File: src/rtl/dcm_prog_sequencer.sv
// -----------------------------------------------------------------------------
// dcm_prog_sequencer
//
// Reprograms a DCM_CLKGEN clock generator whenever the frequency-control logic
// asks for a new M/D pair. Each request is sent to the DCM as three serial
// commands on PROGEN/PROGDATA:
//   LoadD : 1, 0, D[0]..D[7]
//   LoadM : 1, 1, M[0]..M[7]
//   GO    : a single PROGEN strobe
// After GO the block waits for PROGDONE. If PROGDONE does not arrive in time,
// the same values are re-sent a limited number of times before an error is
// flagged. Requests that arrive while a reprogram is in flight go into a
// one-entry pending slot, where a newer request replaces an older one.
//
// Parameters:
//   TIMEOUT_W  width of the PROGDONE wait counter (timeout after 2^TIMEOUT_W)
//   MAX_RETRY  number of re-sends after a timeout before the error flag is set
//   INIT_M     reset value of cur_m (encoded M-1)
//   INIT_D     reset value of cur_d (encoded D-1)
//
// Ports:
//   clk         programming clock
//   reset       synchronous, active-high reset
//   req_valid   single-cycle request strobe
//   req_m       requested multiplier, encoded M-1 (must be nonzero)
//   req_d       requested divider, encoded D-1
//   prog_data   to DCM PROGDATA (registered)
//   prog_en     to DCM PROGEN (registered)
//   prog_done   from DCM PROGDONE
//   busy        high from acceptance until completion or error
//   done_pulse  one-cycle strobe on successful completion
//   error       sticky error flag, cleared by the next accepted request
//   cur_m       last successfully applied M field
//   cur_d       last successfully applied D field
// -----------------------------------------------------------------------------
module dcm_prog_sequencer #(
    parameter int         TIMEOUT_W = 16,
    parameter int         MAX_RETRY = 2,
    parameter logic [7:0] INIT_M    = 8'd1,
    parameter logic [7:0] INIT_D    = 8'd0
) (
    input  logic       clk,
    input  logic       reset,
    input  logic       req_valid,
    input  logic [7:0] req_m,
    input  logic [7:0] req_d,
    output logic       prog_data,
    output logic       prog_en,
    input  logic       prog_done,
    output logic       busy,
    output logic       done_pulse,
    output logic       error,
    output logic [7:0] cur_m,
    output logic [7:0] cur_d
);

    // Retry counter must be able to hold MAX_RETRY; the +2 keeps the width
    // at least one bit even when MAX_RETRY is zero.
    localparam int             RW          = $clog2(MAX_RETRY + 2);
    localparam logic [RW-1:0]  MAX_RETRY_C = RW'(MAX_RETRY);

    localparam logic [3:0] LOAD_LAST = 4'd9;
    localparam logic [3:0] GAP_LAST  = 4'd1;

    typedef enum logic [2:0] {
        IDLE,
        LOAD_D,
        GAP1,
        LOAD_M,
        GAP2,
        GO,
        WAIT_DONE,
        FINISH
    } state_t;

    state_t               state, state_nx;
    logic [3:0]           bit_cnt, bit_cnt_nx;
    logic [TIMEOUT_W-1:0] tmo_cnt, tmo_cnt_nx;
    logic [RW-1:0]        retry_cnt, retry_cnt_nx;
    logic                 seen_low, seen_low_nx;

    logic [7:0]           work_m, work_m_nx;
    logic [7:0]           work_d, work_d_nx;
    logic [7:0]           pend_m, pend_m_nx;
    logic [7:0]           pend_d, pend_d_nx;
    logic                 pend_valid, pend_valid_nx;
    logic                 bad_req, bad_req_nx;

    logic                 error_nx;
    logic                 done_nx;
    logic                 busy_nx;
    logic [7:0]           cur_m_nx, cur_d_nx;
    logic                 prog_en_nx, prog_data_nx;
    logic [2:0]           bit_idx;

    // State and output registers. Every output is loaded from its next-cycle
    // value, so the DCM sees glitch-free PROGEN/PROGDATA.
    always_ff @(posedge clk) begin
        if (reset) begin
            state      <= IDLE;
            bit_cnt    <= '0;
            tmo_cnt    <= '0;
            retry_cnt  <= '0;
            seen_low   <= 1'b0;
            work_m     <= '0;
            work_d     <= '0;
            pend_m     <= '0;
            pend_d     <= '0;
            pend_valid <= 1'b0;
            bad_req    <= 1'b0;
            prog_en    <= 1'b0;
            prog_data  <= 1'b0;
            busy       <= 1'b0;
            done_pulse <= 1'b0;
            error      <= 1'b0;
            cur_m      <= INIT_M;
            cur_d      <= INIT_D;
        end else begin
            state      <= state_nx;
            bit_cnt    <= bit_cnt_nx;
            tmo_cnt    <= tmo_cnt_nx;
            retry_cnt  <= retry_cnt_nx;
            seen_low   <= seen_low_nx;
            work_m     <= work_m_nx;
            work_d     <= work_d_nx;
            pend_m     <= pend_m_nx;
            pend_d     <= pend_d_nx;
            pend_valid <= pend_valid_nx;
            bad_req    <= bad_req_nx;
            prog_en    <= prog_en_nx;
            prog_data  <= prog_data_nx;
            busy       <= busy_nx;
            done_pulse <= done_nx;
            error      <= error_nx;
            cur_m      <= cur_m_nx;
            cur_d      <= cur_d_nx;
        end
    end

    // Next-state logic for the sequencer, the pending slot and the status
    // registers.
    always_comb begin
        state_nx      = state;
        bit_cnt_nx    = bit_cnt;
        tmo_cnt_nx    = tmo_cnt;
        retry_cnt_nx  = retry_cnt;
        seen_low_nx   = seen_low;
        work_m_nx     = work_m;
        work_d_nx     = work_d;
        pend_m_nx     = pend_m;
        pend_d_nx     = pend_d;
        pend_valid_nx = pend_valid;
        bad_req_nx    = bad_req;
        error_nx      = error;
        cur_m_nx      = cur_m;
        cur_d_nx      = cur_d;
        done_nx       = 1'b0;

        // Outside IDLE, a request only updates the pending slot. An invalid
        // request leaves the slot alone and is reported when the current
        // operation ends.
        if ((state != IDLE) && req_valid) begin
            if (req_m != 8'd0) begin
                pend_valid_nx = 1'b1;
                pend_m_nx     = req_m;
                pend_d_nx     = req_d;
            end else begin
                bad_req_nx = 1'b1;
            end
        end

        case (state)
            IDLE: begin
                if (req_valid && (req_m == 8'd0)) begin
                    error_nx = 1'b1;
                end else if (req_valid || pend_valid) begin
                    // A fresh strobe is newer than anything left in the
                    // pending slot after an aborted operation, so it wins.
                    work_m_nx     = req_valid ? req_m : pend_m;
                    work_d_nx     = req_valid ? req_d : pend_d;
                    pend_valid_nx = 1'b0;
                    retry_cnt_nx  = '0;
                    error_nx      = 1'b0;
                    bit_cnt_nx    = '0;
                    state_nx      = LOAD_D;
                end
            end

            LOAD_D: begin
                if (bit_cnt == LOAD_LAST) begin
                    bit_cnt_nx = '0;
                    state_nx   = GAP1;
                end else begin
                    bit_cnt_nx = bit_cnt + 4'd1;
                end
            end

            GAP1: begin
                if (bit_cnt == GAP_LAST) begin
                    bit_cnt_nx = '0;
                    state_nx   = LOAD_M;
                end else begin
                    bit_cnt_nx = bit_cnt + 4'd1;
                end
            end

            LOAD_M: begin
                if (bit_cnt == LOAD_LAST) begin
                    bit_cnt_nx = '0;
                    state_nx   = GAP2;
                end else begin
                    bit_cnt_nx = bit_cnt + 4'd1;
                end
            end

            GAP2: begin
                if (bit_cnt == GAP_LAST) begin
                    bit_cnt_nx = '0;
                    state_nx   = GO;
                end else begin
                    bit_cnt_nx = bit_cnt + 4'd1;
                end
            end

            GO: begin
                tmo_cnt_nx  = '0;
                seen_low_nx = 1'b0;
                state_nx    = WAIT_DONE;
            end

            WAIT_DONE: begin
                // PROGDONE may still be high from the previous operation, so
                // only a low-then-high sequence counts as completion.
                tmo_cnt_nx = tmo_cnt + TIMEOUT_W'(1);
                if (!prog_done) begin
                    seen_low_nx = 1'b1;
                end
                if (seen_low && prog_done) begin
                    state_nx = FINISH;
                end else if (tmo_cnt == '1) begin
                    if (retry_cnt < MAX_RETRY_C) begin
                        retry_cnt_nx = retry_cnt + RW'(1);
                        bit_cnt_nx   = '0;
                        state_nx     = LOAD_D;
                    end else begin
                        error_nx   = 1'b1;
                        bad_req_nx = 1'b0;
                        state_nx   = IDLE;
                    end
                end
            end

            FINISH: begin
                cur_m_nx   = work_m;
                cur_d_nx   = work_d;
                done_nx    = 1'b1;
                error_nx   = error | bad_req_nx;
                bad_req_nx = 1'b0;
                // pend_*_nx already includes a request strobed in this very
                // cycle, so it is chained without passing through IDLE.
                if (pend_valid_nx) begin
                    work_m_nx     = pend_m_nx;
                    work_d_nx     = pend_d_nx;
                    pend_valid_nx = 1'b0;
                    retry_cnt_nx  = '0;
                    bit_cnt_nx    = '0;
                    state_nx      = LOAD_D;
                end else begin
                    state_nx = IDLE;
                end
            end

            default: begin
                state_nx = IDLE;
            end
        endcase
    end

    // PROGEN/PROGDATA for the coming cycle, decoded from the next state and
    // bit position so the registered outputs line up with the state.
    always_comb begin
        prog_en_nx   = 1'b0;
        prog_data_nx = 1'b0;
        bit_idx      = 3'(bit_cnt_nx - 4'd2);

        case (state_nx)
            LOAD_D: begin
                prog_en_nx = 1'b1;
                if (bit_cnt_nx == 4'd0) begin
                    prog_data_nx = 1'b1;
                end else if (bit_cnt_nx == 4'd1) begin
                    prog_data_nx = 1'b0;
                end else begin
                    prog_data_nx = work_d_nx[bit_idx];
                end
            end

            LOAD_M: begin
                prog_en_nx = 1'b1;
                if (bit_cnt_nx < 4'd2) begin
                    prog_data_nx = 1'b1;
                end else begin
                    prog_data_nx = work_m_nx[bit_idx];
                end
            end

            GO: begin
                prog_en_nx = 1'b1;
            end

            default: begin
                prog_en_nx   = 1'b0;
                prog_data_nx = 1'b0;
            end
        endcase
    end

    assign busy_nx = (state_nx != IDLE);

endmodule

File: config.mk
export PLATFORM = sky130hd
export DESIGN_NAME = dcm_prog_sequencer
export DESIGN_NICKNAME = d
export VERILOG_FILES = /design/src/rtl/dcm_prog_sequencer.sv
export SDC_FILE = /design/constraint.sdc
export NUM_CORES = 1
export LEC_CHECK = 0
export BUFFER_PORTS_ARGS = -buffer_cell sky130_fd_sc_hd__clkbuf_2
export CORE_MARGIN = 4
export CORE_UTILIZATION = 25
export DETAILED_ROUTE_END_ITERATION = 10
export GPL_TIMING_DRIVEN = 0
export PLACE_DENSITY = 0.38
export SYNTH_ARGS = -nofsm -noshare
export SYNTH_HDL_FRONTEND = slang
export SYNTH_SLANG_ARGS = --single-unit
File: constraint.sdc
create_clock -name clk -period 5.2 [get_ports clk]
set_input_delay 0.52 -clock clk [delete_from_list [all_inputs] [get_ports clk]]
set_output_delay 0.52 -clock clk [all_outputs]
set_load 0.02 [all_outputs]
==> results of run 1 <==
metrics by stage:
stage,instances,worst slack (ps),utilization
2_1_floorplan,470,2552,-
3_3_place_gp,693,1537,0.2873
3_5_place_dp,693,1513,0.2873
4_1_cts,709,1863,0.3078
5_1_grt,709,1644,0.3078
6_report,709,1805,0.3078
area by class of cell:
class,count,area share
clock buffer,12,0.05890
timing repair buffer,39,0.04314
sequential,81,0.3584
clock inverter,4,0.007743
buffer,29,0.02600
inverter,8,0.006637
tap,184,0.05088
multi-input combinational,352,0.4483
routing by layer:
| layer | vias to the layer above | wire, um | part of all wire |
|---|---|---|---|
| li1 | 1802 | - | - |
| met1 | 1717 | 5839 | 0.48 |
| met2 | 98 | 5468 | 0.45 |
| met3 | 21 | 614 | 0.050 |
| met4 | 0 | 323 | 0.026 |
| met5 | - | 0 | 0 |
cells by family after synthesis:
kind of cell               Yosys count
and+or+nand+nor                    206
AOI/OAI and AO/OA                  126
buffers and inverters               37
muxes                               16
xor gates and xnor gates             1
adders and majority gates            3
DFF                                 81
worst min-delay path: stages:
cell,delay [ps]
clkbuf_2,90
nand2_1,50
a21oi_1,50
cell usage in the layout, fill, tap and decap left out, types with 3 or more instances in the layout:
| master | instances |
|---|---|
| clkbuf_16 | 9 |
| ha_1 | 3 |
| o21a_1 | 5 |
| clkbuf_8 | 3 |
| nand3_1 | 20 |
| inv_1 | 7 |
| or2_2 | 4 |
| or3_1 | 7 |
| nand4_1 | 4 |
| a221oi_1 | 6 |
| dfxtp_1 | 81 |
| clkbuf_2 | 39 |
| a21oi_1 | 52 |
| mux2i_1 | 12 |
| clkinv_4 | 3 |
| o21ai_0 | 12 |
| nor3_1 | 10 |
| a211oi_1 | 4 |
| a22oi_1 | 3 |
| a222oi_1 | 11 |
| nand2_1 | 79 |
| nor2b_1 | 4 |
| nor2_1 | 57 |
| o211a_1 | 3 |
| mux2_2 | 4 |
| buf_2 | 7 |
| and2_1 | 4 |
| clkbuf_1 | 21 |
| and3_1 | 6 |
| o32ai_1 | 3 |
| o211ai_1 | 4 |
sequential cells by signal, summed over array words and instances (netlist names), 2 cells and up:
name / cells
tmo_cnt: 16
cur_d: 8
cur_m: 8
pend_d: 8
pend_m: 8
work_d: 8
work_m: 8
bit_cnt: 4
state: 3
retry_cnt: 2
power by group through the flow:
stage	Clock, mW	Combinational (mW)	Sequential [mW]
4_1_cts	0.662	0.173	0.651
3_3_place_gp	0	0.173	0.665
5_1_grt	0.693	0.188	0.653
3_5_place_dp	0	0.173	0.665
6_report	0.640	0.172	0.651
2_1_floorplan	0	0.110	0.664
path summary, 6_finish.rpt:
kind                    from         to  slack (ps)  cells past startpoint
setup / recovery    req_m[6]  prog_data        1810                     10
hold / removal      req_d[7]  pend_d[7]         400                      3
setup reg to reg  bit_cnt[1]  prog_data        1880                      9
hold reg to reg    work_d[3]   cur_d[3]         450                      2
==> reports/metrics.yaml, run 1 <==
status:
  status: "finished clean"
routing:
  antenna_left: 0
  wirelength_mm: 12.25
  drc_errors: 0
  drtIter0Drc: 278
  vias_per_cell: 5.131
  firstDrtPassIters: 5
  vias: 3638
  avgRoutedWirePerCell_um: 17.27
synthesis:
  synth_top_family_by_area: "simple AND/OR/NAND/NOR gates"
  ys_seq_elements: 81
  synthArstFlopShare: 0
  synthCells: 470
  yosysTopAreaCell: "dfxtp_1"
  syn_nets: 493
  synth_xor_area_frac: 0.002306
  synthSimpleGateAreaFrac: 0.2501
  ys_seq_area_frac: 0.4270
  synth_top_cells_by_area: "dfxtp_1, nand2_1, a21oi_1"
  synth_area_um2: 3797
  synth-compound-area-share: 0.2283
  ys_warn_count: 0
  synth.distinct_cells: 56
  syn_avg_cell_area_um2: 8.080
  yosysMostFrequentCell: "dfxtp_1"
  synth_edf_count: 0
  synthTopCellsByCount: "dfxtp_1, nand2_1, nor2_1"
  ys.flop_type: "dfxtp_1"
  yosys.area_share.adder: 0.009885
  synth.top_cell.area_share: 0.4270
  muxShareOfSynthArea: 0.04349
power_and_ir_drop:
  power.total_mw: 1.464
  p_seq_frac: 0.445
  peakVddDrop_uv: 147.7
  leakage_nw: 1.693
  p_sw_mw: 0.3964
  cell_internal_pwr_mw: 1.067
  p_comb_frac: 0.118
  sw_frac_of_total: 0.2709
  clockPowerShare: 0.437
  power_density_nw_per_um2: 323.5
grt:
  grt_util_met3: 0.03287
  grt_first_pass_wirelength_mm: 19.81
  grt_usage: 0.1455
  use_met2: 0.2224
  grt_antenna_before_repair: 0
  grt_max_degree: 15
  grt-busiest-layer: "met2"
  first_global_vias: 3603
  gr-total-overflow: 0
  gr-usage-met1: 0.1966
sta:
  clock.fmax_ghz: 0.2946
  maxSlewHeadroom: 0.3204
  fin_crit_sh: 0.6528
  final.min_clock_period_ps: 3395
  fin_worst_skew_ps: 6.286
  rsz0062_at_grt: "no"
  hold_viol_final: 0
  setup_violations: 0
  tightest_slew_ps: 1013
  timing.hold.ws_ps: 403.4
  fin_tns_setup_ps: 0
  maxSlewViolCount: 0
worst_setup_path:
  cp_max_fo: 10
  required_ps: 5440
  critical_path_arrival_ps: 3640
  cpMostUsedCell: "mux2i_1"
  worstSetupPathType: "in2reg"
  slowest_stage: "nor4_1"
  max_stage_delay_ps: 690
  crit_chain: "clkbuf_2, nor4_1, nand3_1, o221ai_2, buf_2, a222oi_1, mux2i_1, mux2i_1, o211a_1, nor3_1"
  cp_top_family: "simple AND/OR/NAND/NOR gates"
  crit_buf_inv: 2
  crit_path_start_kind: "primary input"
  end_kind: "flop"
clock_network:
  cts_setup_buffers: 0
  cts_max_level: 3
  cts_resized: 0
  cts_tree: "yes"
  cts_buffers: 9
  cts_buffer_depth: 2
  ctsHoldBuffers: 0
  clock_latency_ps: 350
  root_buffer: "clkbuf_16"
  clk_pin_slew_ps: 60
  clkSinkCount: 81
hold_path:
  hold_path_class: "in2reg"
die:
  core_um2: 14700
  placementRows: 44
  dieArea_um2: 17230
  initial_utilization: 0.2583
  die_x_um: 131.2
  pin_count: 41
  chipHeight_um: 131.2
placed_design:
  hpwlAfterDp_mm: 9.074
  globalplace.congestion: 0.8069
  portBuffers: 39
  postPlaceCellArea_um2: 4223
final_layout:
  seqCellArea_um2: 1622
  num_antenna_cells: 0
  drive_gt1_frac: 0.1543
  fill_cells: 1576
  syn_to_final_growth_pct: 19.14
  multi_input_area_um2: 2028
  final_area_um2: 4524
  nNetsFinal: 543
run:
  maxCapViolCount: 0
Note: power is estimated with default switching activity, not from simulation.
==> run 2, diff against run 1 <==
--- a/config.mk
+++ b/config.mk
@@ -5,12 +5,13 @@
 export SDC_FILE = /design/constraint.sdc
 export NUM_CORES = 1
 export LEC_CHECK = 0
+export ABC_AREA = 1
 export BUFFER_PORTS_ARGS = -buffer_cell sky130_fd_sc_hd__clkbuf_2
 export CORE_MARGIN = 4
 export CORE_UTILIZATION = 25
 export DETAILED_ROUTE_END_ITERATION = 10
 export GPL_TIMING_DRIVEN = 0
-export PLACE_DENSITY = 0.38
+export PLACE_DENSITY = 0.37
 export SYNTH_ARGS = -nofsm -noshare
 export SYNTH_HDL_FRONTEND = slang
 export SYNTH_SLANG_ARGS = --single-unit
==> constraint.sdc (replaced) <==
create_clock -name clk -period 3.5 [get_ports clk]
set_input_delay 0.35 -clock clk [delete_from_list [all_inputs] [get_ports clk]]
set_output_delay 0.35 -clock clk [all_outputs]
set_load 0.02 [all_outputs]
==> run 2 against run 1 <==
Non-clock buffer count up 3. Clock power increased by 41%. Global-route usage fell by 0.055 points. Critical path type is now reg2reg. Largest cell class unchanged.
==> reports/metrics.yaml, run 2 <==
status:
  status: "finished clean"
synthesis:
  ys_warn_count: 0
  syn_nets: 740
  synthTopCellsByCount: "nand2_1, inv_1, dfxtp_1"
  syn_avg_cell_area_um2: 6.558
  synth.top_cell.area_share: 0.3449
  synth_edf_count: 0
  yosysTopAreaCell: "dfxtp_1"
  ys_seq_area_frac: 0.3449
  ys_seq_elements: 81
  synth.distinct_cells: 51
  synthArstFlopShare: 0
  synth_top_cells_by_area: "dfxtp_1, nand2_1, inv_1"
  synth_area_um2: 4702
  synthCells: 717
  yosysMostFrequentCell: "nand2_1"
  ys.flop_type: "dfxtp_1"
routing:
  antenna_left: 0
  vias_per_cell: 4.578
  drtIter0Drc: 212
  avgRoutedWirePerCell_um: 15.16
  vias: 4569
  wirelength_mm: 15.13
  firstDrtPassIters: 4
  drc_errors: 0
worst_setup_path:
  required_ps: 3740
  cp_top_family: "simple AND/OR/NAND/NOR gates"
  crit_path_start_kind: "flop"
  critical_path_arrival_ps: 2640
  crit_chain: "inv_1, ha_1, inv_1, nor3_2, nor3_1, a21oi_2, nor2_1, inv_1, nand2_1, nand2_1, nand2_1, nand2_1, nand2_1, nand2_1, nand2_1, a21oi_1, nor2_1"
  r2r_slack_ps: 1100
  end_kind: "flop"
  slowest_stage: "dfxtp_1"
  crit_buf_inv: 3
  cp_max_fo: 9
  worstSetupPathType: "reg2reg"
  max_stage_delay_ps: 330
  cpMostUsedCell: "nand2_1"
final_layout:
  most-common-layout-cells: "nand2_1, inv_1, dfxtp_1, o21ai_0, nor2_1"
  final_util: 0.2993
  syn_to_final_growth_pct: 15.89
  largest_register_ffs: 16
  nNetsFinal: 789
  regMostFlops: "tmo_cnt"
  fill_cells: 2004
  drive_gt1_frac: 0.1274
  final_common_cell: "nand2_1"
  num_antenna_cells: 0
placed_design:
  portBuffers: 38
  hpwlAfterDp_mm: 11.75
  globalplace.congestion: 0.8238
run:
  maxCapViolCount: 0
clock_network:
  cts_buffers: 9
  cts_resized: 0
  cts_tree: "yes"
  cts_buffer_depth: 2
  cts_max_level: 3
  clk_pin_slew_ps: 60
  ctsHoldBuffers: 0
  root_buffer: "clkbuf_16"
  cts_setup_buffers: 0
  clkSinkCount: 81
  clock_latency_ps: 350
die:
  placementRows: 49
  dieArea_um2: 21070
  die_x_um: 145.1
  core_um2: 18210
  pin_count: 41
  initial_utilization: 0.2582
  chipHeight_um: 145.1
power_and_ir_drop:
  power_density_nw_per_um2: 411.7
  leakage_nw: 2.415
  peakVddDrop_uv: 232.1
  power.total_mw: 2.243
sta:
  setup_violations: 0
  fin_worst_skew_ps: 5.789
  rsz0062_at_grt: "no"
  maxSlewHeadroom: 0.4878
  maxSlewViolCount: 0
  fin_crit_sh: 0.6871
  hold_viol_final: 0
  tightest_slew_ps: 768.4
  clock.fmax_ghz: 0.4158
  final.min_clock_period_ps: 2405
  fin_tns_setup_ps: 0
grt:
  grt_antenna_before_repair: 0
  grt_usage: 0.1449
  gr-total-overflow: 0
  grt_max_degree: 14
  grt_first_pass_wirelength_mm: 24.47
  first_global_vias: 4401
hold_path:
  hold_path_class: "in2reg"
run 2: layer usage:
metal  vias to the layer above  track usage  routed length (um)
li1                       2407            -                   -
met1                      2078       0.1988                7633
met2                        73       0.2312                6853
met3                        11      0.03243                 475
met4                         0      0.03799                 165
met5                         -            0                   0
run 2: final timing paths:
path | endpoint | depth (start not counted) | start
hold reg to reg | cur_d[7] | 2 | cur_d[7]
hold / removal | pend_d[0] | 3 | req_d[0]
setup reg to reg | prog_data | 17 | bit_cnt[1]
setup / recovery | prog_data | 17 | bit_cnt[1]
run 2: per-stage QoR:
step	area, um^2	instances	hold WS (ps)	worst slack [ps]
after floorplan	4702	717	439.2	1596
after detailed placement	5179	984	458.8	1034
after global routing	5449	998	281.4	822.3
after CTS	5449	998	255.8	1053
final	5449	998	270.7	1095
after global placement	5179	984	459.7	1011
run 2: final cells by class:
cell class                      count  area, um^2  area share
Multi-Input combinational cell    511        2542      0.4666
Sequential cell                    81        1622      0.2976
Inverter                           92       350.3     0.06429
Tap cell                          229       286.5     0.05258
Clock buffer                       10       239.0     0.04386
Timing Repair Buffer               38       190.2     0.03490
Buffer                             33       187.7     0.03444
Clock inverter                      4       31.28    0.005741
run 2: kinds of logic (layout without fill, tap and decap cells):
family          Yosys count  in the layout  synth area share
fa+ha+maj                 3              3          0.007984
flops                    81             81            0.3449
simple gates            386            386            0.3787
buf+inv                 125            177            0.1144
xor+xnor                  3              3          0.005589
compound gates          119            119            0.1485
run 2: where the power goes:
part / leakage [nW] / switching [mW] / internal (mW) / total (mW)
sequential: 0.658 / 0.0259 / 0.956 / 0.982
combinational: 1.63 / 0.238 / 0.119 / 0.357
clock: 0.123 / 0.411 / 0.494 / 0.904
run 2: worst min-delay path, cell delays in order:
cell,delay (ps)
clkbuf_2,90
nand2_1,70
a21oi_1,60
==> run 3, diff against run 2 <==
--- a/config.mk
+++ b/config.mk
@@ -11,7 +11,7 @@
 export CORE_UTILIZATION = 25
 export DETAILED_ROUTE_END_ITERATION = 10
 export GPL_TIMING_DRIVEN = 0
-export PLACE_DENSITY = 0.37
+export PLACE_DENSITY = 0.38
 export SYNTH_ARGS = -nofsm -noshare
 export SYNTH_HDL_FRONTEND = slang
 export SYNTH_SLANG_ARGS = --single-unit
==> constraint.sdc (replaced) <==
create_clock -name clk -period 2 [get_ports clk]
set_input_delay 0.2 -clock clk [delete_from_list [all_inputs] [get_ports clk]]
set_output_delay 0.2 -clock clk [all_outputs]
set_load 0.02 [all_outputs]
==> run 3 against run 2 <==
The flow now finishes with violations (negative setup slack). Via count increased by 3.7%. Clock skew about the same. Routed wire length increased by 2.0%. Combinational power increased by 110%. Sequential power increased by 75%. Critical path type unchanged.
==> reports/metrics.yaml, run 3 (synthesis gave the netlist of run 2 again) <==
routing:
  avgRoutedWirePerCell_um: 15.00
  antenna_left: 0
  vias: 4738
  drtIter0Drc: 275
  wirelength_mm: 15.43
  drc_errors: 0
  firstDrtPassIters: 5
  vias_per_cell: 4.604
grt:
  grt_antenna_before_repair: 0
  first_global_vias: 4529
  grt_usage: 0.1450
  grt_first_pass_wirelength_mm: 24.55
  grt_max_degree: 16
  gr-total-overflow: 0
clock_network:
  ctsHoldBuffers: 0
  clk_pin_slew_ps: 70
  cts_buffer_depth: 2
  clkSinkCount: 81
  cts_buffers: 9
  cts_tree: "yes"
  root_buffer: "clkbuf_16"
  cts_max_level: 3
  clock_latency_ps: 350
placed_design:
  hpwlAfterDp_mm: 11.56
  dp_slack_ps: -381.4
  globalplace.congestion: 0.8261
  dp_cells: 984
  portBuffers: 38
sta:
  setup_violations: 1
  maxSlewHeadroom: 0.5182
  tightest_slew_ps: 722.7
  maxSlewViolCount: 0
  hold_viol_final: 0
  finalWorstSetupSlack_ps: -104.6
  timing.hold.ws_ps: 126.9
  clock.fmax_ghz: 0.4751
  fin_worst_skew_ps: 5.869
  final.min_clock_period_ps: 2105
  fin_tns_setup_ps: -104.6
  rsz0062_at_grt: "yes"
  fin_crit_sh: 1.052
worst_setup_path:
  r2r-end: "prog_data"
  critical_path_arrival_ps: 2350
  cp_top_family: "simple AND/OR/NAND/NOR gates"
  crit_buf_inv: 2
  cp_max_fo: 5
  r2r_slack_ps: -100
  max_stage_delay_ps: 480
  ff2ff_path_depth: 12
  end_kind: "flop"
  slowest_stage: "dfxtp_1"
  worstReg2RegStart: "pend_valid"
  crit_chain: "nor2_8, buf_4, nand2_2, nand3_2, nor2_4, o22ai_4, buf_6, xor2_2, nand2_1, nand2_1, a21oi_2, nor2_4"
  crit_path_start_kind: "flop"
  required_ps: 2240
  worstSetupPathType: "reg2reg"
final_layout:
  largest_register_ffs: 16
  layout.cells.non_filler: 1029
  syn_to_final_growth_pct: 28.58
  most-common-layout-cells: "nand2_1, inv_1, dfxtp_1, o21ai_0, nor2_1"
  final_common_cell: "nand2_1"
  fill_cells: 1994
  nNetsFinal: 818
  regMostFlops: "tmo_cnt"
  final_util: 0.3320
  num_antenna_cells: 0
  drive_gt1_frac: 0.2388
run:
  maxCapViolCount: 0
hold_path:
  hold_path_class: "in2reg"
  min-delay-start: "req_d[0]"
  holdPathStages: 3
  holdPathEnd: "pend_d[0]"
die:
  die_x_um: 145.1
  initial_utilization: 0.2582
  placementRows: 49
  chipHeight_um: 145.1
  pin_count: 41
  core_um2: 18210
  dieArea_um2: 21070
power_and_ir_drop:
  power_density_nw_per_um2: 672.8
  leakage_nw: 2.621
  peakVddDrop_uv: 413.1
status:
  status: "finished with violations"
  violations: "negative setup slack"
-- run 3: worst max-delay path by stage --
stage	start	endpoint	slack, ps	depth (start not counted)
floorplan	bit_cnt[1]	prog_data	100	17
global placement	bit_cnt[0]	prog_data	-400	16
detailed placement	bit_cnt[0]	prog_data	-380	16
CTS	state[0]	prog_data	-120	19
global route	state[1]	prog_data	-230	15
finish	pend_valid	prog_data	-100	12
-- run 3: worst min-delay path, stage by stage --
cell and delay, ps:
clkbuf_2 100, nand2_1 80, a21oi_1 50
-- run 3: cell type report --
class	count	area, um^2	share of cell area
Tap cell	229	286.5	0.04739
Multi-Input combinational cell	512	2823	0.4669
Clock inverter	7	55.05	0.009106
Timing Repair Buffer	68	444.2	0.07347
Clock buffer	9	225.2	0.03725
Inverter	92	369.1	0.06105
Buffer	31	198.9	0.03291
Sequential cell	81	1644	0.2719
-- run 3: where the power goes --
part | total [mW] | internal (mW) | leakage, nW | switching, mW
sequential | 1.72 | 1.67 | 0.664 | 0.0525
clock | 1.59 | 0.852 | 0.132 | 0.742
combinational | 0.750 | 0.280 | 1.82 | 0.471
-- run 3: repair_timing --
action | 4_1_cts | 5_1_grt
endpoints found under the setup margin | 24 | 26
gates resized for setup | 44 | 66
gates cloned | 1 | 1
buffers inserted | 13 | 17
pin swaps | 12 | 33
-- run 3: per-stage QoR --
| stage | area (um^2) | total power, mW |
|---|---|---|
| after global routing | 6046 | 4.289 |
| final | 6046 | 4.067 |
| after CTS | 5715 | 4.071 |
| after detailed placement | 5179 | 2.382 |
| after floorplan | 4702 | 2.187 |
| after global placement | 5179 | 2.379 |
-- run 3: per-layer routing --
| metal | track usage | wire (um) | vias to the layer above | part of all wire |
|---|---|---|---|---|
| met1 | 0.1957 | 7543 | 2154 | 0.49 |
| met2 | 0.2296 | 7036 | 92 | 0.46 |
| li1 | - | - | 2476 | - |
| met3 | 0.03430 | 630 | 16 | 0.041 |
| met4 | 0.04701 | 224 | 0 | 0.015 |
| met5 | 0 | 0 | - | 0 |
